`config.mk`:
```
export PLATFORM = sky130hd
export DESIGN_NAME = prog_loader
export DESIGN_NICKNAME = d
export VERILOG_FILES = /design/src/rtl/prog_loader.sv
export SDC_FILE = /design/constraint.sdc
export NUM_CORES = 1
export LEC_CHECK = 0
export CAP_MARGIN = 5
export CORE_ASPECT_RATIO = 0.75
export CORE_UTILIZATION = 49
export CTS_CLUSTER_SIZE = 30
export DETAILED_ROUTE_END_ITERATION = 12
export PLACE_DENSITY = 0.72
export SYNTH_ARGS = -nofsm -noshare
export SYNTH_HDL_FRONTEND = slang
export SYNTH_SLANG_ARGS = --single-unit
```
`constraint.sdc`:
```
create_clock -name clk -period 2.94 [get_ports clk]
set_input_delay 0.588 -clock clk [delete_from_list [all_inputs] [get_ports clk]]
set_output_delay 0.588 -clock clk [all_outputs]
set_load 0.05 [all_outputs]
```
`src/rtl/prog_loader.sv`:
```
// prog_loader: receives a MAGIC/length-prefixed byte image, writes it into instruction memory and holds the CPU in reset until the image is accepted.
// Optional trailing XOR checksum byte when PROG_LOADER_CHECKSUM_EN is defined.
module prog_loader #(
  parameter int         ADDR_W      = 10,
  parameter logic [7:0] MAGIC       = 8'hA5,
  parameter int         TIMEOUT_CYC = 1000000
) (
  input  logic              clk,
  input  logic              reset,
  input  logic              rx_valid,
  input  logic [7:0]        rx_data,
  output logic              imem_we,
  output logic [ADDR_W-1:0] imem_addr,
  output logic [31:0]       imem_wdata,
  output logic              cpu_reset,
  output logic              busy,
  output logic              done,
  output logic              error,
  output logic [ADDR_W:0]   words_loaded
);
  localparam int          CNT_W     = $clog2(TIMEOUT_CYC + 1);
  localparam logic [16:0] MAX_WORDS = 17'(1) << ADDR_W;

  typedef enum logic [2:0] {
    S_IDLE, S_LEN_LO, S_LEN_HI, S_DATA,
`ifdef PROG_LOADER_CHECKSUM_EN
    S_CSUM,
`endif
    S_DONE, S_ERR
  } state_t;

  state_t              state, state_next;
  logic [15:0]         len;
  logic [15:0]         len_full;
  logic [1:0]          byte_idx;
  logic [23:0]         word_buf;
  logic [ADDR_W-1:0]   word_idx;
  logic                last_q;
  logic [CNT_W-1:0]    idle_cnt;
  logic                magic_hit;
  logic                timed_out;
  logic                write_last;
`ifdef PROG_LOADER_CHECKSUM_EN
  logic [7:0]          csum;
`endif

  always_ff @(posedge clk) begin
    if (reset) state <= S_IDLE;
    else       state <= state_next;
  end

  always_comb begin
    state_next = state;
    busy       = 1'b0;
    done       = 1'b0;
    error      = 1'b0;
    cpu_reset  = 1'b1;
    magic_hit  = rx_valid && (rx_data == MAGIC);
    timed_out  = (idle_cnt == CNT_W'(TIMEOUT_CYC));
    // The pulse of the final word is the cycle that leaves DATA
    write_last = imem_we && last_q;
    len_full   = {rx_data, len[7:0]};
    case (state)
      S_IDLE: if (magic_hit) state_next = S_LEN_LO;
      S_LEN_LO: begin
        busy = 1'b1;
        if (rx_valid)       state_next = S_LEN_HI;
        else if (timed_out) state_next = S_ERR;
      end
      S_LEN_HI: begin
        busy = 1'b1;
        if (rx_valid) begin
          if (len_full == 16'd0 || {1'b0, len_full} > MAX_WORDS) state_next = S_ERR;
          else                                                  state_next = S_DATA;
        end else if (timed_out) begin
          state_next = S_ERR;
        end
      end
      S_DATA: begin
        busy = 1'b1;
        if (write_last) begin
`ifdef PROG_LOADER_CHECKSUM_EN
          if (rx_valid) state_next = (rx_data == csum) ? S_DONE : S_ERR;
          else          state_next = S_CSUM;
`else
          state_next = S_DONE;
`endif
        end else if (!rx_valid && timed_out) begin
          state_next = S_ERR;
        end
      end
`ifdef PROG_LOADER_CHECKSUM_EN
      S_CSUM: begin
        busy = 1'b1;
        if (rx_valid)       state_next = (rx_data == csum) ? S_DONE : S_ERR;
        else if (timed_out) state_next = S_ERR;
      end
`endif
      S_DONE: begin
        done      = 1'b1;
        cpu_reset = 1'b0;
        if (magic_hit) state_next = S_LEN_LO;
      end
      S_ERR: begin
        error = 1'b1;
        if (magic_hit) state_next = S_LEN_LO;
      end
      default: state_next = S_IDLE;
    endcase
  end

  always_ff @(posedge clk) begin
    if (reset) begin
      imem_we      <= 1'b0;
      imem_addr    <= '0;
      imem_wdata   <= '0;
      words_loaded <= '0;
      len          <= '0;
      byte_idx     <= '0;
      word_buf     <= '0;
      word_idx     <= '0;
      last_q       <= 1'b0;
      idle_cnt     <= '0;
`ifdef PROG_LOADER_CHECKSUM_EN
      csum         <= '0;
`endif
    end else begin
      imem_we <= 1'b0;
      if (!busy || rx_valid || state_next != state) idle_cnt <= '0;
      else                                          idle_cnt <= idle_cnt + 1'b1;
      // A new image starts: forget everything about the previous one
      if (state_next == S_LEN_LO && state != S_LEN_LO) begin
        words_loaded <= '0;
`ifdef PROG_LOADER_CHECKSUM_EN
        csum         <= '0;
`endif
      end
      if (state == S_LEN_LO && rx_valid) len[7:0] <= rx_data;
      if (state == S_LEN_HI && rx_valid) begin
        len[15:8] <= rx_data;
        word_idx  <= '0;
        byte_idx  <= '0;
      end
      if (state == S_DATA && rx_valid && !write_last) begin
`ifdef PROG_LOADER_CHECKSUM_EN
        csum <= csum ^ rx_data;
`endif
        byte_idx <= byte_idx + 1'b1;
        case (byte_idx)
          2'd0: word_buf[7:0]   <= rx_data;
          2'd1: word_buf[15:8]  <= rx_data;
          2'd2: word_buf[23:16] <= rx_data;
          2'd3: begin
            imem_we      <= 1'b1;
            imem_addr    <= word_idx;
            imem_wdata   <= {rx_data, word_buf};
            word_idx     <= word_idx + 1'b1;
            words_loaded <= words_loaded + 1'b1;
            last_q       <= (17'(words_loaded) + 17'd1) == {1'b0, len};
          end
          default: ;
        endcase
      end
    end
  end
endmodule

```
==> run summary, run 1 <==
The run finished with clean final reports. The endpoint kind of the worst setup timing path was a primary output. The total global-route track usage is 0.241, and the number of routed nets with antenna violations is 0.

The run gives 0 as the global route total overflow. The run gives 0 as the initial antenna violation count. From bottom edge to top edge, the die measures 94.0 µm. Share of the synthesized area in the top cell type: 0.471.

Setup repair after global routing left no endpoint under its margin. For the number of pins exceeding their max-slew limit in the final report, the log shows 0. Static timing analysis puts the maximum clock frequency at 0.351 GHz. During I/O placement, the number of pins put on the boundary was 69. Among all flip-flop cells after synthesis, the most frequent one is sky130_fd_sc_hd__dfxtp_1.

The routed design has 13,500 µm of wire. The run gives 0.373 mV as the worst voltage drop across the vdd grid. The run gives 22,500 µm as the first-pass GRT wire length. The wire-length estimate of the detail-placed layout is 9380 µm. The final hold violation count came out at 0. The number of storage elements in the synthesis netlist was 130. The first detailed-routing pass ran for 5 iterations.

Summing over every cut layer, the via total after detailed routing is 4,850. The multi-input combinational cells in the finished layout cover a total of 0.00275 mm². The number of clock sinks was 130; the die area was 0.0117 mm². The tool flagged a number of max-cap violations equal to 0. The run gives 0 as the total of hold buffers inserted after clock tree synthesis. The critical path class is reg -> out. The clock slew seen by the registers of the worst setup and hold paths was 0.06 ns. The number of remaining DRC errors is 0. For the count of distinct cell types in the synthesized netlist, the log shows 45. In this run the core area contains 33 standard-cell rows. The fraction of synthesis flops using an asynchronous set or reset pin works out to 0. The switching power share of the total was 0.221; the power share of the sequential group was 0.451. The number of vias per cell after detailed routing works out to 5.48. The run gives 0.0109 mm² as the placeable core region. After synthesis, the cell types taking the most area are sky130_fd_sc_hd__dfxtp_1 47%, sky130_fd_sc_hd__nand2_1 9.2%, sky130_fd_sc_hd__a21oi_1 6.6%. In the post-synthesis netlist, the cell with the most instances is sky130_fd_sc_hd__nand2_1. The tools report the number of nets in the synthesized netlist as 680. CTS built an H-tree with a depth of 4. The number of global-route vias before repair came out at 4,645. The number of buffers and inverters on the critical path was 2; the summed instance area of the synthesized netlist was 0.00553 mm².

The later pin in the worst-skew pair is clocked with a latency of 0.42 ns. For this run, the slowest stage of the critical path takes 0.87 ns. The final weighted congestion of routability-driven global placement is 0.808, and the number of enable flip-flop cells after synthesis is 0. In this run the critical register-to-register path is launched from idle_cnt[0].

The critical path goes through inv_1, nor3_1, clkdlybuf4s50_1. For the finished layout, the period the worst path requires is 2.85 ns. Cell internal power was estimated by the tool at 3.04 mW. The master of the slowest instance on the critical path is sky130_fd_sc_hd__clkdlybuf4s50_1. The category of cells accounting for the largest share of critical-path delay is buffers and inverters. Max-slew headroom at the worst pin: 0.552. Along the worst path, the maximum fanout reaches 9. The design draws 3.91 mW.

For the count of cells resized by post-cts repair, the log shows 0. Synthesis produced a netlist whose cell count is 661. The warning count from the yosys run came out at 0. The required time reported for the critical path endpoint came out at 2.35 ns.

The final clock period utilization by the worst path is 0.970, and the fill cell total of the finished layout is 922. The detailed router finished its first iteration with 342 violations. Hold path startpoint: imem_addr[3].

Transition time of the tightest slew-check pin: 0.670 ns. The run gives 0.019 as the combinational cell fraction of total power. The ratio of cells with drive above 1 in the final layout is 0.0805. The top cell type by total area after synthesis is sky130_fd_sc_hd__dfxtp_1. After detailed routing, the average wire length per cell comes to 15.2 µm. TritonCTS built the clock tree. The net total in the final layout is 751. In this run the worst setup path begins at state[2]. The run gives 0.638 as the core utilization of the finished layout.

In this run the deepest clock path goes through 2 buffers. The worst setup skew after layout is 0.00747 ns. The number of buffers inserted by post-CTS setup repair is 0, and the cell leakage power is 2.58 nW. The tools report the starting utilization of the core area as 0.505.

Ranked by instance count, the synthesized netlist is headed by 135 x sky130_fd_sc_hd__nand2_1, 130 x sky130_fd_sc_hd__dfxtp_1, 83 x sky130_fd_sc_hd__nor2_1. The worst setup path is launched from a register. The synthesis-to-finish area growth was 26.2%; the maximum number of pins on one net before global-route repair was 50. The average footprint of a synthesized cell is 8.36 µm², and the critical path data arrival time is 2.26 ns.

For the area of all sequential standard cells, the log shows 0.00260 mm². For this design the ratio of total power to cell area is 560 mW/mm². The logs give 0.471 for the portion of the post-synthesis area used by sequential elements and 0 ns for the total negative setup slack. 0 antenna diodes ended up in the layout. The tree is rooted in a sky130_fd_sc_hd__clkbuf_16. The count of buffers added on input and output ports is 68. The tools report the share of total power in the clock network as 0.530. The analysis attributes to net switching a power of 0.862 mW. The tools report the setup violation total in the final timing report as 0. The path class of the tightest hold or removal check is reg -> reg. The die is 125 µm wide. The tools report the number of clock buffers inserted by TritonCTS as 17.
[worst reg2reg max path, delay by kind of cell, from the launching register on]
kind	cells	cell delay, ns
flops	1	0.36
fa+ha+maj	1	0.16
compound gates	3	0.77
buf+inv	1	0.09
simple gates	3	0.98
[final timing paths]
path         slack [ns]         endpoint  cells past startpoint
max                0.09             done                      3
min reg2reg        0.45     imem_addr[3]                      2
min                0.45     imem_addr[3]                      2
max reg2reg        0.47  words_loaded[4]                      8
[flip-flops by register name, summed over array words and instances, names as in the netlist]
signal / flops
byte_idx: 2
idle_cnt: 20
imem_addr: 10
imem_wdata: 32
imem_we: 1
last_q: 1
len: 16
state: 3
word_buf: 24
word_idx: 10
words_loaded: 11
[logic make-up after synthesis]
logic type | after synthesis | synth area share
buffers and inverters | 46 | 0.0326
muxes | 24 | 0.0437
and+or+nand+nor | 306 | 0.252
DFF | 130 | 0.471
xor gates and xnor gates | 39 | 0.0643
AOI/OAI and AO/OA | 108 | 0.118
adders and majority gates | 8 | 0.0181
[cell type report]
class                   count  share of cell area
multi-input cells         485               0.394
flip-flops and latches    130               0.373
repair buffers             88               0.119
clock buffers              18              0.0615
well taps                 140              0.0251
clock inverters            14              0.0221
inverters                  10             0.00538
[routing by layer]
| metal | global-route usage | up-vias | share of wire |
|---|---|---|---|
| li1 | - | 2398 | - |
| met4 | 0.0924 | 0 | 0.014 |
| met2 | 0.383 | 129 | 0.45 |
| met1 | 0.321 | 2304 | 0.48 |
| met5 | 0 | - | 0 |
| met3 | 0.0524 | 19 | 0.047 |
[per-stage QoR]
step | hold WS [ns] | instances | setup WS, ns | area (µm²)
2_1_floorplan | 0.432 | 661 | 0.108 | 5530
3_5_place_dp | 0.447 | 853 | 0.0744 | 6390
4_1_cts | 0.455 | 885 | 0.0818 | 6980
3_3_place_gp | 0.442 | 853 | 0.0673 | 6390
5_1_grt | 0.469 | 885 | 0.0145 | 6980
6_report | 0.454 | 885 | 0.0871 | 6980
[layout by cell type, fill, tap and decap left out, types with 2 or more instances in the layout]
master / netlist / layout
sky130_fd_sc_hd__a211oi_1: 2 / 2
sky130_fd_sc_hd__a21oi_1: 73 / 73
sky130_fd_sc_hd__a22oi_1: 2 / 2
sky130_fd_sc_hd__a31o_1: 2 / 2
sky130_fd_sc_hd__a32o_1: 4 / 4
sky130_fd_sc_hd__and2_1: 4 / 4
sky130_fd_sc_hd__and3_1: 14 / 13
sky130_fd_sc_hd__and4_1: 3 / 3
sky130_fd_sc_hd__and4b_1: 2 / 2
sky130_fd_sc_hd__buf_4: 0 / 21
sky130_fd_sc_hd__bufinv_16: 0 / 2
sky130_fd_sc_hd__clkbuf_16: 0 / 17
sky130_fd_sc_hd__clkdlybuf4s50_1: 0 / 67
sky130_fd_sc_hd__clkinv_2: 0 / 2
sky130_fd_sc_hd__clkinv_4: 0 / 3
sky130_fd_sc_hd__clkinvlp_4: 0 / 3
sky130_fd_sc_hd__dfxtp_1: 130 / 130
sky130_fd_sc_hd__ha_1: 8 / 8
sky130_fd_sc_hd__inv_1: 10 / 10
sky130_fd_sc_hd__inv_6: 0 / 4
sky130_fd_sc_hd__mux2i_1: 23 / 23
sky130_fd_sc_hd__nand2_1: 135 / 135
sky130_fd_sc_hd__nand2b_1: 3 / 3
sky130_fd_sc_hd__nand3_1: 19 / 18
sky130_fd_sc_hd__nand4_1: 13 / 13
sky130_fd_sc_hd__nor2_1: 83 / 83
sky130_fd_sc_hd__nor3_1: 9 / 9
sky130_fd_sc_hd__nor4_1: 5 / 5
sky130_fd_sc_hd__nor4b_2: 2 / 2
sky130_fd_sc_hd__o21a_1: 8 / 8
sky130_fd_sc_hd__o21ai_0: 8 / 8
sky130_fd_sc_hd__o221ai_2: 2 / 2
sky130_fd_sc_hd__o311ai_0: 2 / 2
sky130_fd_sc_hd__o31a_1: 2 / 2
sky130_fd_sc_hd__or3_1: 3 / 3
sky130_fd_sc_hd__or4_1: 3 / 3
sky130_fd_sc_hd__xnor2_1: 16 / 16
sky130_fd_sc_hd__xor2_1: 22 / 22
[power by group through the flow]
stage / clock network [mW] / registers [mW] / logic [mW]
finish: 2.07 / 1.76 / 0.0740
floorplan: 0 / 1.80 / 0.0330
detailed placement: 0 / 1.80 / 0.0728
CTS: 2.10 / 1.76 / 0.0734
global placement: 0 / 1.80 / 0.0712
global route: 2.18 / 1.76 / 0.0786
Power figures use the tool's default switching activity.
==> run 2: changes to the inputs <==
PLACE_DENSITY = 0.84   (was 0.72)
RECOVER_POWER = 50   (was unset)
==> run summary, run 2 (synthesis gave the netlist of run 1 again) <==
The highest fanout seen on the critical path is 11. The die outline height was 94.0 µm; the quantity of I/O buffers inserted on ports was 68. For this design, the slowest cell found on the critical path is sky130_fd_sc_hd__nor4b_1. The number of global-route vias before repair was 4,671. The largest registers in the layout are imem_wdata: 32 flops, word_buf: 24 flops, idle_cnt: 20 flops. The total global-route track usage was 0.242; the worst setup margin was 0.127 ns. The ratio of total power to cell area was 550 mW/mm². More flip-flops sit in one register than any other, and that register is imem_wdata.

For this run, the post-layout net count is 749. After detailed routing, the number of remaining DRC violations is 0. The global route total overflow is 0. The first-pass GRT wire length was 22,300 µm. The run gives 0.630 as the core utilization of the finished layout. Entering global routing, the biggest net connects 90 pins. Cell leakage power: 2.71 nW.

The fill cell total of the finished layout is 861, and the number of routed nets with antenna violations is 0. The buffer cell driving the clock tree root was sky130_fd_sc_hd__clkbuf_16. Setup repair after global routing left no endpoint under its margin.

The transition time of the tightest slew-check pin is 0.886 ns, and the final clock period utilization by the worst path is 0.957. Dividing the detail-routed via count by the number of cells gives 5.64. Leaving out fill and tap cells, the most frequent cell in the layout is sky130_fd_sc_hd__nand2_1. Data on the critical path is required at its endpoint by 3.25 ns. The number of buffers and inverters on the critical path is 1. The worst hold path belongs to the class reg -> reg. Based on the critical path, the design can be clocked at up to 0.355 GHz.

The run gives 0.315 as the routing usage on met1. After routing the design area is 0.00690 mm². From left edge to right edge, the die measures 125 µm. The peak per-stage delay on the critical path is 0.52 ns. The total power after layout was 3.79 mW; the count of boundary I/O pins was 69. The register with the most flip-flops in the layout has 32 of them. The wire-length estimate of the detail-placed layout is 9330 µm. The initial DRC count was 435. Buffers inserted during clock tree synthesis total 17. The run gives 4,975 as the total via count after detailed routing. The initial antenna violation count is 0, and the max-slew headroom at the worst pin is 0.410. Routability-driven placement finished with a final weighted congestion of 0.950. TritonCTS built the clock tree.

After detailed placement, the design holds a cell count of 851. After detailed placement, the total cell area comes to 0.00638 mm². The critical path is of the in -> reg type.

Ratio of cells with drive above 1 in the final layout: 0.0660. The die covers 0.0117 mm². The tools report the worst-skew pair later-pin latency as 0.42 ns. The clock slew seen by the registers of the worst setup and hold paths was 0.06 ns; the maximum count of clock buffers along a single path was 2.

The synthesis-to-finish area growth was 24.8%. The final hold violation count was 0. The tools report the met2 track demand over resource as 0.381. The number of antenna diodes in the final layout is 0.

Global-route met3 utilization: 0.0598. Setup violations remaining at the end of the flow were counted as 0. For this block, the routed nets add up to 13,900 µm of wire. Data on the critical path arrives at its endpoint at 3.12 ns. Counting every sink on the clock net gives 130.

Startpoint type of the worst setup path: an input pin. The tools report the first-pass iteration count of the detailed router as 5. The number of pins exceeding their max-slew limit in the final report came out at 0.

For the number of max-cap violations, the log shows 0. The finished layout holds 882 standard cells, fillers aside. The tools report the endpoint kind of the worst setup timing path as a register. The signal on the critical path passes through clkdlybuf4s50_1, or3_1, nor4b_1, a211oi_1, o21ai_0, o221ai_2, o31a_1. In the final routed layout, each cell accounts on average for 15.7 µm. The time the final worst path needs with I/O delays and setup was 2.81 ns; the starting utilization of the core area was 0.505.

The tools report the worst voltage drop across the vdd grid as 0.387 mV. The flow ran to the end, and the final reports show no timing, DRC or antenna violations. For the worst setup skew after layout, the log shows 0.00724 ns. Category of cells accounting for the largest share of critical-path delay: compound AO/OA/AOI/OAI gates.

The top cell types in the final layout, fill and taps aside, are 135 x sky130_fd_sc_hd__nand2_1, 130 x sky130_fd_sc_hd__dfxtp_1, 83 x sky130_fd_sc_hd__nor2_1. The busiest layer in global routing is met2. The H-tree was split into 4 levels.

After floorplanning, the core was sized to cover 0.0109 mm². The logs give -0.0582 ns for the worst slack after detailed placement and 33 for the number of core rows.
[run 2: tightest hold or removal path, cell delays in order (launching register included)]
cell and delay [ns]:
sky130_fd_sc_hd__dfxtp_1 0.30, sky130_fd_sc_hd__nand2_1 0.05, sky130_fd_sc_hd__a21oi_1 0.05
[run 2: timing repair]
item / CTS / global route
buffers inserted: 0 / 0
gates resized for setup: 0 / 1
hold buffers: 0 / 0
endpoints found under the setup margin: 0 / 1
[run 2: path summary, 6_finish.rpt]
kind,cells past startpoint,from,end,slack [ns]
worst max-delay path,7,rx_data[4],words_loaded[4],0.13
worst min-delay path,2,imem_addr[3],imem_addr[3],0.45
worst max register to register,8,idle_cnt[0],words_loaded[4],0.35
worst min register to register,2,imem_addr[3],imem_addr[3],0.45
[run 2: metrics by stage]
step | TNS, ns | hold WS (ns)
floorplan | 0 | 0.432
global placement | 0 | 0.443
detailed placement | -0.192 | 0.446
CTS | 0 | 0.454
global route | 0 | 0.468
finish | 0 | 0.448
[run 2: where the power goes]
part           internal [mW]  switching, mW  leakage, nW  total, mW
registers               1.76       0.000185         1.05       1.76
logic                 0.0223         0.0487         1.40     0.0711
clock network           1.17          0.783        0.264       1.96
total                   2.96          0.832         2.71       3.79
[run 2: routing by layer]
metal  share of wire  vias to the layer above
met2            0.46                      183
met3           0.062                       22
li1                -                     2390
met4           0.015                        0
met5               0                        -
met1            0.46                     2380
[run 2: layout make-up]
cell class | count | area (µm²) | share of cell area
timing repair buffer | 86 | 801 | 0.116
inverter | 10 | 37.5 | 0.00544
clock inverter | 13 | 115 | 0.0167
multi-input combinational | 485 | 2730 | 0.395
clock buffer | 18 | 439 | 0.0637
sequential | 130 | 2600 | 0.377
tap | 140 | 175 | 0.0254
==> run 3: changes to the inputs <==
CAP_MARGIN = 20   (was 5)
==> results of run 3 <==
Final layout, timing and power as in run 2 (identical DEF).
